--- src/rtl/gerador_permutacao.sv ---
// Fisher-Yates shuffle of N indices driven by a captured random seed.
// Optional GERADOR_PERM_CHECK_EN adds a registered distinctness flag perm_ok.
module gerador_permutacao #(
  parameter int N      = 4,
  parameter int IDX_W  = 2,
  parameter int RAND_W = 16
) (
  input  logic                 clock,
  input  logic                 reset,
  input  logic                 inicia,
  input  logic [RAND_W-1:0]    entrada,
  output logic [N*IDX_W-1:0]   perm,
  output logic                 ready,
`ifdef GERADOR_PERM_CHECK_EN
  output logic                 perm_ok,
`endif
  output logic                 ocupado
);

  localparam logic [1:0] OCIOSO    = 2'd0;
  localparam logic [1:0] EMBARALHA = 2'd1;
  localparam logic [1:0] PRONTO    = 2'd2;

  logic [1:0]        estado;
  logic [IDX_W-1:0]  i;
  logic [IDX_W-1:0]  j;
  logic [RAND_W-1:0] seed;
  logic [RAND_W-1:0] seed_rot;
  logic [15:0]       prod;
  logic [IDX_W-1:0]  a     [N];
  logic [IDX_W-1:0]  a_nxt [N];

  // j = floor(r*(i+1)/256) is always within 0..i
  assign prod     = {8'd0, seed[7:0]} * (16'(i) + 16'd1);
  assign j        = IDX_W'(prod >> 8);
  assign seed_rot = {seed[RAND_W-4:0], seed[RAND_W-1:RAND_W-3]};

  always_comb begin
    for (int k = 0; k < N; k++)
      a_nxt[k] = a[k];
    if (estado == EMBARALHA) begin
      a_nxt[i] = a[j];
      a_nxt[j] = a[i];
    end
  end

  for (genvar k = 0; k < N; k++) begin : g_perm
    assign perm[k*IDX_W +: IDX_W] = a[k];
  end

`ifdef GERADOR_PERM_CHECK_EN
  logic uniq;

  always_comb begin
    uniq = 1'b1;
    for (int p = 0; p < N; p++)
      for (int q = p + 1; q < N; q++)
        if (a_nxt[p] == a_nxt[q])
          uniq = 1'b0;
  end

  always_ff @(posedge clock or posedge reset) begin
    if (reset)
      perm_ok <= 1'b0;
    else if (estado != EMBARALHA && inicia)
      perm_ok <= 1'b0;
    else if (estado == EMBARALHA && i == IDX_W'(1))
      perm_ok <= uniq;
  end
`endif

  always_ff @(posedge clock or posedge reset) begin
    if (reset) begin
      estado  <= OCIOSO;
      i       <= '0;
      seed    <= '0;
      ready   <= 1'b0;
      ocupado <= 1'b0;
      for (int k = 0; k < N; k++)
        a[k] <= IDX_W'(k);
    end else begin
      unique case (estado)
        OCIOSO, PRONTO: begin
          if (inicia) begin
            seed    <= entrada;
            i       <= IDX_W'(N - 1);
            estado  <= EMBARALHA;
            ready   <= 1'b0;
            ocupado <= 1'b1;
            for (int k = 0; k < N; k++)
              a[k] <= IDX_W'(k);
          end
        end
        EMBARALHA: begin
          for (int k = 0; k < N; k++)
            a[k] <= a_nxt[k];
          seed <= seed_rot;
          i    <= i - IDX_W'(1);
          if (i == IDX_W'(1)) begin
            estado  <= PRONTO;
            ready   <= 1'b1;
            ocupado <= 1'b0;
          end
        end
        default: begin
          estado  <= OCIOSO;
          ready   <= 1'b0;
          ocupado <= 1'b0;
        end
      endcase
    end
  end

endmodule

--- config.mk ---
export PLATFORM = sky130hd
export DESIGN_NAME = gerador_permutacao
export DESIGN_NICKNAME = d
export VERILOG_FILES = /design/src/rtl/gerador_permutacao.sv
export SDC_FILE = /design/constraint.sdc
export NUM_CORES = 1
export LEC_CHECK = 0
export BUFFER_PORTS_ARGS = -buffer_cell sky130_fd_sc_hd__buf_2
export CAP_MARGIN = 30
export CORE_UTILIZATION = 28
export CTS_CLUSTER_SIZE = 14
export DETAILED_ROUTE_END_ITERATION = 10
export PLACE_DENSITY = 0.54
export SETUP_SLACK_MARGIN = 0.4
export SYNTH_ARGS = -nofsm -noshare
export SYNTH_HDL_FRONTEND = slang
export SYNTH_SLANG_ARGS = --single-unit
--- constraint.sdc ---
create_clock -name clock -period 5.7 [get_ports clock]
set_clock_uncertainty 0.2 [all_clocks]
set_input_delay 0.57 -clock clock [delete_from_list [all_inputs] [get_ports clock]]
set_output_delay 0.57 -clock clock [all_outputs]
set_load 0.02 [all_outputs]
==> flow_summary.toml <==
[critical_path]
critPathSlowestCell = "ha_1"
critPathLaunchType = "register"
cpPeakStageDelay_ps = 600
end_kind = "register"
crit_arrival_ps = 4120
crit_chain = "ha_1, nand2_1, fa_1, inv_1, ha_1, a211oi_2, o22ai_1, nor2_1, o21ai_0, a221oi_1, a211o_1"
worstPathRequired_ps = 5720
reg2reg_depth = 11
crit_top_cell = "ha_1"
crit_type = "reg -> reg"
crit_fanout = 16

[drt]
wire_per_inst_um = 14.7
dr.pass1.iters = 5
met2_length_mm = 2.70
drt_iter0_markers = 184
route.detailed.drc = 0
wl_met1_mm = 2.85
dr_wl_met3_um = 321
highest_layer = "met4"
routed_wl_mm = 5.99
antenna_left = 0
num_vias = 2161
routed_via_density = 5.30

[layout]
fillers = 822
nNetsFinal = 341
drive_gt1_share_pct = 18.6
area_growth_pct = 15.6
multiInputGateArea_um2 = 1480
register_area_um2 = 731
diodes = 0

[timing]
drv_slew = 0
setup_tns_ps = 0
slew_headroom_pct = 47.2
fin_crit_sh_pct = 71.8
rsz0062_at_grt = "no"
max_freq_ghz = 0.244
worst_slack_ps = 1610
finalCriticalPeriod_ps = 4090
hold_slack_ps = 149
setup_viol = 0
worst_pin_slew_ps = 792
hold_viol = 0

[global_routing]
grt_max_degree = 37
grt-ovfl-total = 0
grt_pass1_wl_mm = 10.4
grt_pass1_vias = 2114
antenna_found_initial = 0
grt_usage_pct = 15.2

[placed_design]
hpwl_mm = 4.49
preCtsSetupSlack_ps = 1640
gp_routability_congestion = 0.948
io_buffers = 28

[cts]
clk_pin_slew_ps = 70
worst_skew_pair.late_latency_ps = 280
clockBufferDepth = 2
cts_resized = 0
holdBufCountCts = 0
htree_levels = 2
cts_tree = "built"
cts-buffers-inserted = 5
cts_setup_buffers = 0
cts_sinks = 29
root_buffer = "clkbuf_8"

[synth]
yosysSeqAreaShare_pct = 31.3
synth_edf_count = 0
synth_cell_type_count = 54
synth-xor-area-share_pct = 0.376
synth.area.mux_share_pct = 4.40
synthArstFlopShare_pct = 100
synth_cells = 279
syn-cell-area_um2 = 2330
synth_simple_gate_area_share_pct = 25.2
ys_ff_latch = 29
yosysWarningCount = 0
syn_nets = 315
synth_compound_area_share_pct = 22.3
synth.avg_cell_area_um2 = 8.36
synth_fa_ha_area_share_pct = 11.1
synth_top_family_by_area = "simple AND/OR/NAND/NOR gates"
synth_ff_type = "dfrtp_1"

[status]
status = "complete, no violations"

[flow_run]
drv_cap = 0

[die]
rows = 32
die-area_um2 = 8700
ioPinCount = 29
core_um2 = 7890
die_h_um = 93.3
die_w_um = 93.3
start_util_pct = 29.6

[min_path]
min_path_type = "in -> async"
==> final cells by class <==
type                    instances  share of cell area [%]
clock inverters                 2                    1.39
inverters                      21                    2.92
flip-flops and latches         29                    27.1
well taps                     102                    4.73
clock buffers                   6                    3.06
repair buffers                 31                    6.03
multi-input cells             217                    54.8
==> cell usage after synthesis, drive strengths merged, types with 4 or more instances <==
library cell  count  area (µm²)
a21oi            11        58.8
nand3             5        25.0
a31oi            16         100
inv              21        78.8
a211o             4        43.8
and2              5        31.3
dfstp             4         105
o21ai            11        55.1
nand2            58         218
nand4             5        31.3
mux2i             5        50.1
clkbuf           11        41.3
a211oi            4        40.0
nor3              5        46.3
dfrtp            25         626
ha               11         138
nor2             27         118
fa                6         120
==> sequential cells by signal, summed over array words and instances (netlist names) <==
signal and cells:
estado 1, i 2, ocupado 1, perm 8
ready 1, seed 16
==> routing by layer <==
| metal | global-route usage (%) | vias to the layer above |
|---|---|---|
| met2 | 23.2 | 92 |
| li1 | - | 1038 |
| met5 | 0 | - |
| met1 | 21.3 | 1014 |
| met3 | 2.68 | 17 |
| met4 | 5.90 | 0 |
==> worst max-delay path, delay by kind of cell (launching register included) <==
kind / cells / cell delay (ps)
DFF: 1 / 500
AOI/OAI and AO/OA: 5 / 1260
and+or+nand+nor: 2 / 570
adders and majority gates: 3 / 1480
buffers and inverters: 1 / 40
==> cell families after synthesis <==
family | count (synthesis)
xor gates and xnor gates | 1
muxes | 7
AOI/OAI and AO/OA | 71
DFF | 29
buffers and inverters | 33
adders and majority gates | 17
and+or+nand+nor | 121
==> cell usage in the layout, fill, tap and decap left out, types with 2 or more instances in the layout <==
master and count:
a221o_1 2, or3_1 2, nand2_1 58, o21ai_0 9
buf_2 28, nand3_1 5, nand2b_1 3, o31ai_1 2
nand4_1 5, inv_1 21, nand4b_1 2, a21oi_1 10
buf_4 3, a221oi_1 2, nor3_1 2, a211oi_2 2
a211oi_1 2, o21a_1 2, nor2b_1 3, fa_1 6
and2_1 5, a311oi_1 2, a22o_1 2, nor3_2 2
a31oi_1 16, dfrtp_1 25, ha_1 11, o22ai_1 2
mux4_1 2, mux2i_1 5, clkbuf_8 6, dfstp_2 4
a211o_1 3, o21ai_1 2, nor2_1 26, o211ai_1 3
==> metrics by stage <==
step	util (%)	cell area, µm²	std cells
4_1_cts	34.2	2700	408
6_report	34.2	2700	408
5_1_grt	34.2	2700	408
3_3_place_gp	32.6	2570	399
2_1_floorplan	-	2330	279
3_5_place_dp	32.7	2580	400
==> final timing paths <==
check	startpoint	end	slack [ps]
max	i[0]	perm[0]	1610
min	reset	perm[3]	150
min reg2reg	ocupado	ocupado	330
min in group clock	ocupado	ocupado	330
max in group asynchronous	reset	perm[2]	4830
max reg2reg	i[0]	perm[0]	1610
Power is left out: the tool's default activity adds up to more than one toggle a clock period on the data nets, which glitch-free logic cannot reach.
